<file path="src/rtl/vm_pkg.sv">
// Shared vending-machine definitions: coin codes, default coin values and the
// change-dispenser state encoding.
package vm_pkg;

  localparam logic [1:0] COIN_NONE = 2'd0;
  localparam logic [1:0] COIN_5    = 2'd1;
  localparam logic [1:0] COIN_10   = 2'd2;
  localparam logic [1:0] COIN_20   = 2'd3;

  localparam logic [7:0] COIN1_VAL = 8'd5;
  localparam logic [7:0] COIN2_VAL = 8'd10;
  localparam logic [7:0] COIN3_VAL = 8'd20;

  typedef enum logic [1:0] {
    IDLE   = 2'd0,
    SELECT = 2'd1,
    ISSUE  = 2'd2,
    DONE   = 2'd3
  } disp_state_e;

endpackage

</file>
<file path="src/rtl/coin_picker.sv">
// Greedy coin selection: largest denomination not exceeding the remaining
// amount, or COIN_NONE with value 0 when nothing fits.
module coin_picker
  import vm_pkg::*;
#(
  parameter logic [7:0] V1 = COIN1_VAL,
  parameter logic [7:0] V2 = COIN2_VAL,
  parameter logic [7:0] V3 = COIN3_VAL
) (
  input  logic [7:0] rem_i,
  output logic [1:0] code_o,
  output logic [7:0] value_o
);

  // Priority compare from the largest coin down.
  always_comb begin
    code_o  = COIN_NONE;
    value_o = '0;
    if (rem_i >= V3) begin
      code_o  = COIN_20;
      value_o = V3;
    end else if (rem_i >= V2) begin
      code_o  = COIN_10;
      value_o = V2;
    end else if (rem_i >= V1) begin
      code_o  = COIN_5;
      value_o = V1;
    end
  end

endmodule

</file>
<file path="src/rtl/change_dispenser.sv">
// Change dispenser: pays out a surplus balance as coins (largest first) over a
// valid/ready handshake to the coin hopper.
// Optional macro CHANGE_TIMEOUT_EN adds a hopper wait limit and the error port.
module change_dispenser
  import vm_pkg::*;
#(
  parameter logic [7:0] COIN1_PRICE    = COIN1_VAL,
  parameter logic [7:0] COIN2_PRICE    = COIN2_VAL,
  parameter logic [7:0] COIN3_PRICE    = COIN3_VAL,
  parameter logic [7:0] TIMEOUT_CYCLES = 8'd255
) (
  input  logic       clk,
  input  logic       reset,
  input  logic       start,
  input  logic [7:0] change_amt,
  output logic       busy,
  output logic       coin_valid,
  output logic [1:0] coin_sel,
  input  logic       coin_ready,
  output logic       done,
`ifdef CHANGE_TIMEOUT_EN
  output logic       error,
`endif
  output logic [7:0] remainder
);

  disp_state_e state_q, state_d;
  logic [7:0]  rem_q, rem_d;
  logic [1:0]  sel_q, sel_d;
  logic [7:0]  remainder_q, remainder_d;
  logic [1:0]  pick_code;
  logic [7:0]  pick_val;
`ifdef CHANGE_TIMEOUT_EN
  logic [7:0]  wait_q, wait_d;
  logic        error_q, error_d;
`endif

  coin_picker #(
    .V1(COIN1_PRICE),
    .V2(COIN2_PRICE),
    .V3(COIN3_PRICE)
  ) u_picker (
    .rem_i  (rem_q),
    .code_o (pick_code),
    .value_o(pick_val)
  );

  // Next-state logic. rem_q is frozen while in ISSUE, so the picker output
  // still gives the value of the coin being issued. remainder is loaded on
  // entry to DONE so it is already valid during the done pulse.
  always_comb begin
    state_d     = state_q;
    rem_d       = rem_q;
    sel_d       = sel_q;
    remainder_d = remainder_q;
`ifdef CHANGE_TIMEOUT_EN
    wait_d      = wait_q;
    error_d     = error_q;
`endif
    case (state_q)
      IDLE: begin
        if (start) begin
          rem_d   = change_amt;
          state_d = SELECT;
`ifdef CHANGE_TIMEOUT_EN
          error_d = 1'b0;
`endif
        end
      end
      SELECT: begin
        sel_d = pick_code;
        if (pick_code != COIN_NONE) begin
          state_d = ISSUE;
`ifdef CHANGE_TIMEOUT_EN
          wait_d  = '0;
`endif
        end else begin
          state_d     = DONE;
          remainder_d = rem_q;
        end
      end
      ISSUE: begin
        if (coin_ready) begin
          rem_d   = rem_q - pick_val;
          state_d = SELECT;
        end
`ifdef CHANGE_TIMEOUT_EN
        else if (wait_q == 8'(TIMEOUT_CYCLES - 8'd1)) begin
          state_d     = DONE;
          remainder_d = rem_q;
          error_d     = 1'b1;
        end else begin
          wait_d = wait_q + 8'd1;
        end
`endif
      end
      DONE:    state_d = IDLE;
      default: state_d = IDLE;
    endcase
  end

  // State and datapath registers with synchronous reset.
  always_ff @(posedge clk) begin
    if (reset) begin
      state_q     <= IDLE;
      rem_q       <= '0;
      sel_q       <= COIN_NONE;
      remainder_q <= '0;
`ifdef CHANGE_TIMEOUT_EN
      wait_q      <= '0;
      error_q     <= 1'b0;
`endif
    end else begin
      state_q     <= state_d;
      rem_q       <= rem_d;
      sel_q       <= sel_d;
      remainder_q <= remainder_d;
`ifdef CHANGE_TIMEOUT_EN
      wait_q      <= wait_d;
      error_q     <= error_d;
`endif
    end
  end

  assign busy       = (state_q != IDLE);
  assign coin_valid = (state_q == ISSUE);
  assign done       = (state_q == DONE);
  assign coin_sel   = sel_q;
  assign remainder  = remainder_q;
`ifdef CHANGE_TIMEOUT_EN
  assign error      = error_q;
`endif

endmodule
</file>
<file path="config.mk">
export PLATFORM = sky130hd
export DESIGN_NAME = change_dispenser
export DESIGN_NICKNAME = d
export VERILOG_FILES = /design/src/rtl/vm_pkg.sv /design/src/rtl/coin_picker.sv /design/src/rtl/change_dispenser.sv
export SDC_FILE = /design/constraint.sdc
export NUM_CORES = 1
export LEC_CHECK = 0
export BUFFER_PORTS_ARGS = -buffer_cell sky130_fd_sc_hd__buf_4
export CAP_MARGIN = 30
export CORE_AREA = 2 2 69 71
export DETAILED_ROUTE_END_ITERATION = 7
export DIE_AREA = 0 0 71 73
export PLACE_DENSITY = 0.49
export SYNTH_ARGS = -nofsm -noshare
export SYNTH_HDL_FRONTEND = slang
export SYNTH_SLANG_ARGS = --single-unit
</file>
<file path="constraint.sdc">
create_clock -name clk -period 4.4 [get_ports clk]
set_input_delay 0.88 -clock clk [delete_from_list [all_inputs] [get_ports clk]]
set_output_delay 0.88 -clock clk [all_outputs]
set_load 0.1 [all_outputs]
</file>
==> results of run 1 <==
-- sequential cells by signal, summed over array words and instances (netlist names) --
register	cells
coin_sel	2
rem_q	8
remainder	8
state_q	2
-- per-layer routing --
| metal | vias up | GRT usage (%) | part of all wire (%) |
|---|---|---|---|
| li1 | 634 | - | - |
| met5 | - | 0 | 0 |
| met2 | 35 | 22.33 | 46 |
| met1 | 607 | 18.52 | 48 |
| met4 | 0 | 3.354 | 1.1 |
| met3 | 4 | 3.177 | 5.0 |
-- worst register-to-register path, stage by stage (launching register included) --
cell      delay (ps)
dfxtp_1          360
or3_1            490
nor2_1           200
nand2_1          110
nand2_1          150
ha_1             250
nand2b_1         110
a21boi_0         140
o31ai_1          410
a41oi_1          170
a311o_1          320
-- synth_stat cells (all sizes together), types with 4 or more instances --
| cell | n | area (um^2) |
|---|---|---|
| a211oi | 5 | 37.54 |
| dfxtp | 20 | 400.4 |
| nor2 | 27 | 101.4 |
| and2 | 7 | 43.79 |
| ha | 4 | 50.05 |
| clkbuf | 5 | 18.77 |
| nor3 | 4 | 20.02 |
| o21ai | 8 | 40.04 |
| mux2i | 4 | 40.04 |
| nand2 | 9 | 33.78 |
| or3 | 4 | 25.02 |
| a21oi | 9 | 45.04 |
| buf | 4 | 18.76 |
| inv | 7 | 26.27 |
-- final cells by class --
type	instances	area, um^2	share of cell area, %
flip-flops and latches	20	400.4	25.52
well taps	54	67.56	4.306
multi-input cells	127	823.3	52.47
repair buffers	24	180.2	11.48
inverters	7	26.28	1.675
clock buffers	3	41.29	2.632
clock inverters	1	30.03	1.914
-- placed cells by master (no fill, tap or decap), types with 5 or more instances in the layout --
master,count
a21oi_1,9
inv_1,6
buf_4,24
nor2_1,27
a211oi_1,5
nand2_1,9
dfxtp_1,20
and2_1,7
-- logic make-up after synthesis --
| kind of cell | Yosys count |
|---|---|
| AO/OA/AOI/OAI | 47 |
| adder cells (fa/ha/maj) | 5 |
| buffers and inverters | 16 |
| flip-flops | 20 |
| multiplexers | 4 |
| AND/OR/NAND/NOR | 71 |
-- worst min-delay path by stage --
| stage | to | slack, ps | cells after the start |
|---|---|---|---|
| 6_report | remainder[7]$_SDFFE_PP0P_ | 470 | 1 |
| 3_5_place_dp | remainder[7]$_SDFFE_PP0P_ | 450 | 1 |
| 4_1_cts | remainder[7]$_SDFFE_PP0P_ | 470 | 1 |
| 3_3_place_gp | remainder[7]$_SDFFE_PP0P_ | 440 | 1 |
| 5_1_grt | remainder[5]$_SDFFE_PP0P_ | 490 | 1 |
| 2_1_floorplan | rem_q[4]$_SDFFE_PP0P_ | 490 | 2 |
-- metrics by stage --
stage,setup slack [ps],hold slack [ps]
5_1_grt,1203,492.3
2_1_floorplan,1887,490.8
4_1_cts,1601,470.5
3_5_place_dp,1645,448.6
3_3_place_gp,1693,444.0
6_report,1581,468.1
-- where the power goes --
part	leakage [nW]	internal, mW	switching [mW]
clock	0.0357	0.121	0.0674
combinational	0.428	0.197	0.340
sequential	0.164	0.210	0.0494
total	0.628	0.528	0.457
==> metrics.log, run 1 <==
[metrics] number of gates on the worst path with buffers counted: 10
[metrics] placeable core area: 0.004536 mm^2
[metrics] full die area: 0.005183 mm^2
[metrics] RR Endpoint: rem_q[7]$_SDFFE_PP0P_
[metrics] share of flip-flops with an asynchronous set or reset: 0%
[metrics] post-cts gate resize count: 0
[metrics] Slew Limit Headroom: 50.75%
[metrics] max-slew violations: 0
[metrics] Post-route DRC: 0
[metrics] leading register cell type out of synthesis: dfxtp_1
[metrics] post-route core utilization: 34.59%
[metrics] number of synthesis warnings: 0
[metrics] CP Data Arrival Time: 2970 ps
[metrics] clock tree from TritonCTS: done
[metrics] Max stage delay cell, worst path: or3_1
[metrics] worst hold path startpoint: remainder[7]$_SDFFE_PP0P_
[metrics] CP Cell Sequence: or3_1, nor2_1, nand2_1, nand2_1, ha_1, nand2b_1, a21boi_0, o31ai_1, a41oi_1, a311o_1
[metrics] combinational family with the most area after synthesis: simple AND/OR/NAND/NOR gates
[metrics] cts bufs inserted: 3
[metrics] pin count of the biggest net entering global routing: 22
[metrics] fraction of the mapped netlist area in compound gates: 27.31%
[metrics] starting density of the core: 28.39%
[metrics] Post-Syn Area per Cell: 7.899 um^2
[metrics] most repeated library cell on the critical path: nand2_1
[metrics] Yosys reg bits: 20
[metrics] chip height: 73 um
[metrics] Post-Synthesis Cells: 163
[metrics] num rows: 25
[metrics] flop2flop setup slack: 1580 ps
[metrics] number of global-route vias before repair: 1,225
[metrics] RSZ-0062 raised after global routing: no
[metrics] power density over the cells: 627.7 mW/mm^2
[metrics] startpoint type of the worst setup path: register
[metrics] number of buffers inserted by post-CTS setup repair: 0
[metrics] Cells after DPL: 232
[metrics] startpoint of the worst register-to-register path: rem_q[5]$_SDFFE_PP0P_
[metrics] setup violators final: 0
[metrics] Final Cell Area: 0.001569 mm^2
[metrics] share of synthesized cell area in full adder, half adder and majority cells: 5.442%
[metrics] Req. time, crit path: 4550 ps
[metrics] synthesized netlist net count: 180
[metrics] Worst R2R Path Depth: 10
[metrics] Vias: 1,280
[metrics] violation count after the first detailed-route iteration: 56
[metrics] EDFF count, synth: 0
[metrics] layout cells sized above 1: 18.68%
[metrics] Final Net Count: 200
[metrics] DPL Wire Length: 2526 um
[metrics] hold buffer count at CTS: 0
[metrics] number of antenna violations at the first check in global routing: 0
[metrics] sequential cell area fraction in the yosys report: 31.10%
[metrics] mapped cell area: 0.001287 mm^2
[metrics] Crit. End Element: register
[metrics] Clock Skews: 3.224 ps
[metrics] largest stage delay on the critical path: 490 ps
[metrics] clock period minus final worst setup slack: 2819 ps
[metrics] Tot Pwr: 0.9849 mW
[metrics] post-synthesis xor/xnor area fraction: 0%
[metrics] Critical Path Fanout Max: 7
[metrics] Ports: 25
[metrics] standby leakage power: 0.6276 nW
[metrics] simple-gate share of the synthesized area: 28.09%
[metrics] total gr overflow: 0
[metrics] class of the most critical hold timing path: reg -> reg
[metrics] Fmax: 354.7 MHz
[metrics] total number of clock tree sinks: 20
[metrics] port bufs: 24
[metrics] wire length reported by the detailed router: 3362 um
[metrics] status: complete, no violations
[metrics] clock latency of the later-clocked register in the worst-skew pair: 260 ps
[metrics] family of cells with the greatest summed delay on the critical path: simple AND/OR/NAND/NOR gates
[metrics] multiplexer share of the synthesized area: 3.110%
[metrics] worst setup path startpoint: rem_q[5]$_SDFFE_PP0P_
[metrics] layout filler cell count: 480
[metrics] Diodes inserted: 0
[metrics] iteration count of the initial detailed-routing pass: 4
[metrics] maximum VDD drop: 255.9 uV
[metrics] Post-Route Setup TNS: 0 ps
[metrics] count of final hold-check violations: 0
[metrics] part of the cycle the worst path needs: 64.08%
[metrics] Worst Path Buf+Inv: 0
[metrics] non-filler instance count after layout: 236
[metrics] Post-DRT Antenna Nets: 0
[metrics] Synth cell types: 47
[metrics] total routing resource utilization after global routing: 13.74%
[metrics] root buffer cell: clkbuf_8
[metrics] CP Capture Point: rem_q[7]$_SDFFE_PP0P_
[metrics] worst setup path class: reg -> reg
[metrics] CTS max path bufs: 2
[metrics] CTS HTree Levels: 1
[metrics] Tightest Pin Transition: 738.8 ps
[metrics] area post-placement: 0.001498 mm^2
[metrics] final estimated routing congestion in global placement: 0.7803
[metrics] first-pass GRT wire length: 5733 um
[metrics] Vias/cell: 5.424
[metrics] clock-pin slew of the registers on the worst-case setup and hold paths: 80 ps
[metrics] maximum capacitance violations: 0
[metrics] area overhead of the layout relative to synthesis: 21.87%
[metrics] floorplan die width: 71 um
[metrics] Routed wire per std cell: 14.25 um
(Power assumes the default switching activity.)
==> run 2, diff against run 1 <==
==> constraint.sdc (replaced) <==
create_clock -name clk -period 2.75 [get_ports clk]
set_input_delay 0.55 -clock clk [delete_from_list [all_inputs] [get_ports clk]]
set_output_delay 0.55 -clock clk [all_outputs]
set_load 0.1 [all_outputs]
==> metrics.log, run 2 (same netlist as run 1, synthesis figures left out) <==
[metrics] standby leakage power: 0.6700 nW (+6.7%)
[metrics] total gr overflow: 0 (unchanged)
[metrics] wire length reported by the detailed router: 3498 um (+4.0%)
[metrics] Final Net Count: 208 (+4.0%)
[metrics] num rows: 25 (unchanged)
[metrics] most common library cell in the layout ignoring fill and taps: buf_4
[metrics] chip height: 73 um (unchanged)
[metrics] Vias/cell: 5.270 (-2.8%)
[metrics] RR Endpoint: rem_q[7]$_SDFFE_PP0P_
[metrics] total routing resource utilization after global routing: 13.64% (-0.099 points)
[metrics] iteration count of the initial detailed-routing pass: 4 (unchanged)
[metrics] flop2flop setup slack: 150 ps (-1430 ps)
[metrics] Slew Limit Headroom: 60.88% (+10 points)
[metrics] Post-DRT Antenna Nets: 0 (unchanged)
[metrics] placeable core area: 0.004536 mm^2 (unchanged)
[metrics] clock latency of the later-clocked register in the worst-skew pair: 260 ps (about the same)
[metrics] Worst R2R Path Depth: 10 (unchanged)
[metrics] Post-Route Setup TNS: 0 ps (unchanged)
[metrics] Clock Skews: 6.318 ps (+3.094 ps)
[metrics] Vias: 1,286 (+0.47%)
[metrics] first-pass GRT wire length: 5575 um (-2.8%)
[metrics] CTS max path bufs: 2 (unchanged)
[metrics] Diodes inserted: 0 (unchanged)
[metrics] power density over the cells: 1061 mW/mm^2 (+69%)
[metrics] Ports: 25 (unchanged)
[metrics] pin count of the biggest net entering global routing: 22 (unchanged)
[metrics] number of global-route vias before repair: 1,147 (-6.4%)
[metrics] worst hold path startpoint: remainder[4]$_SDFFE_PP0P_
[metrics] Req. time, crit path: 2900 ps (-1650 ps)
[metrics] floorplan die width: 71 um (unchanged)
[metrics] CP Data Arrival Time: 2750 ps (-220 ps)
[metrics] Tightest Pin Transition: 583.3 ps (-155.5 ps)
[metrics] area post-placement: 0.001543 mm^2 (+3.0%)
[metrics] count of final hold-check violations: 0 (unchanged)
[metrics] clock-pin slew of the registers on the worst-case setup and hold paths: 80 ps (about the same)
[metrics] Critical Path Fanout Max: 7 (unchanged)
[metrics] Fmax: 384.1 MHz (+8.3%)
[metrics] family of cells with the greatest summed delay on the critical path: simple AND/OR/NAND/NOR gates
[metrics] max-slew violations: 0 (unchanged)
[metrics] maximum VDD drop: 342.4 uV (+34%)
[metrics] FF+latch area: 401.6 um^2 (+0.31%)
[metrics] clock period minus final worst setup slack: 2603 ps (-216.2 ps)
[metrics] starting density of the core: 28.39% (unchanged)
[metrics] startpoint of the worst register-to-register path: rem_q[5]$_SDFFE_PP0P_
[metrics] root buffer cell: clkbuf_8
[metrics] area occupied by multi-input gates: 855.8 um^2 (+4.0%)
[metrics] layout cells sized above 1: 25.79% (+7.1 points)
[metrics] final estimated routing congestion in global placement: 0.8393 (+7.6%)
[metrics] number of antenna violations at the first check in global routing: 0 (unchanged)
[metrics] port bufs: 24 (unchanged)
[metrics] CTS HTree Levels: 1 (unchanged)
[metrics] commonest cells after routing, fill and taps aside: buf_4 (32), nor2_1 (26), dfxtp_1 (19), nand2_1 (8), a21oi_1 (8)
[metrics] status: complete, no violations
[metrics] setup violators final: 0 (unchanged)
[metrics] layout filler cell count: 477 (-0.63%)
[metrics] violation count after the first detailed-route iteration: 42 (-25%)
[metrics] Max stage delay cell, worst path: or3_4
[metrics] total number of clock tree sinks: 20 (unchanged)
[metrics] CP Cell Sequence: or3_4, nor2_2, nand2_1, nand2_2, ha_1, nand2b_1, a21boi_1, o31ai_2, a41oi_1, a311o_1
[metrics] part of the cycle the worst path needs: 94.66% (+31 points)
[metrics] full die area: 0.005183 mm^2 (unchanged)
[metrics] DPL Wire Length: 2660 um (+5.3%)
[metrics] worst hold endpoint: remainder[4]$_SDFFE_PP0P_
[metrics] Final Cell Area: 0.001663 mm^2 (+6.0%)
[metrics] worst hold stages: 1 (unchanged)
[metrics] largest stage delay on the critical path: 420 ps (-70 ps)
[metrics] Post-route DRC: 0 (unchanged)
[metrics] Crit. End Element: register
[metrics] area overhead of the layout relative to synthesis: 29.15%
[metrics] maximum capacitance violations: 0 (unchanged)
[metrics] Worst Path Buf+Inv: 0 (unchanged)
[metrics] startpoint type of the worst setup path: register
[metrics] Routed wire per std cell: 14.34 um (+0.63%)
[metrics] RSZ-0062 raised after global routing: no
[metrics] cts bufs inserted: 3 (unchanged)
[metrics] worst setup path class: reg -> reg
[metrics] class of the most critical hold timing path: reg -> reg
[metrics] clock tree from TritonCTS: done
run 2: repair_timing:
action	CTS	global route
endpoints found under the setup margin	1	5
pin swaps	0	2
hold buffers	0	0
buffers inserted	0	2
gates resized for setup	1	8
run 2: metrics by stage:
| stage | util, % | setup WS [ps] | hold slack (ps) | power (mW) | cells |
|---|---|---|---|---|---|
| after CTS | 35.70 | 25.93 | 473.0 | 1.665 | 242 |
| after global placement | 34.01 | 77.53 | 443.6 | 1.345 | 238 |
| after floorplan | - | 236.7 | 490.8 | 1.103 | 163 |
| after global routing | 36.66 | 4.382 | 488.1 | 1.898 | 244 |
| after detailed placement | 34.01 | 4.500 | 452.8 | 1.347 | 238 |
| final | 36.66 | 146.8 | 470.1 | 1.765 | 244 |
run 2: worst register-to-register path, cell delays in order, from the launching register on:
cell and delay [ps]:
dfxtp_2 360, or3_4 420, nor2_2 130, nand2_1 120, nand2_2 120, ha_1 230, nand2b_1 160, a21boi_1 150
o31ai_2 350, a41oi_1 160, a311o_1 290
run 2: worst max-delay path by stage:
stage | start | slack (ps) | endpoint | cells after the start
floorplan | rem_q[5]$_SDFFE_PP0P_ | 240 | rem_q[7]$_SDFFE_PP0P_ | 11
global placement | rem_q[5]$_SDFFE_PP0P_ | 80 | rem_q[7]$_SDFFE_PP0P_ | 10
detailed placement | rem_q[5]$_SDFFE_PP0P_ | 5 | rem_q[7]$_SDFFE_PP0P_ | 10
CTS | rem_q[5]$_SDFFE_PP0P_ | 30 | rem_q[3]$_SDFFE_PP0P_ | 10
global route | rem_q[5]$_SDFFE_PP0P_ | 4 | rem_q[7]$_SDFFE_PP0P_ | 10
finish | rem_q[5]$_SDFFE_PP0P_ | 150 | rem_q[7]$_SDFFE_PP0P_ | 10
run 2: report_power, final:
| group | switching (mW) | internal [mW] |
|---|---|---|
| clock | 0.106 | 0.194 |
| sequential | 0.0637 | 0.337 |
| combinational | 0.633 | 0.430 |
run 2: layout make-up:
class | count | area share [%]
Sequential cell | 20 | 24.15
Timing Repair Buffer | 32 | 14.45
Clock buffer | 3 | 2.483
Inverter | 7 | 1.580
Tap cell | 54 | 4.063
Clock inverter | 1 | 1.806
Multi-Input combinational cell | 127 | 51.47
run 2: layer usage:
| metal | wire length (um) | share of wire, % | up-vias | global-route usage, % |
|---|---|---|---|---|
| met5 | 0 | 0 | - | 0 |
| met4 | 10 | 0.29 | 0 | 4.822 |
| met3 | 137 | 3.9 | 2 | 1.657 |
| met2 | 1668 | 48 | 23 | 21.70 |
| met1 | 1681 | 48 | 608 | 19.06 |
| li1 | - | - | 653 | - |
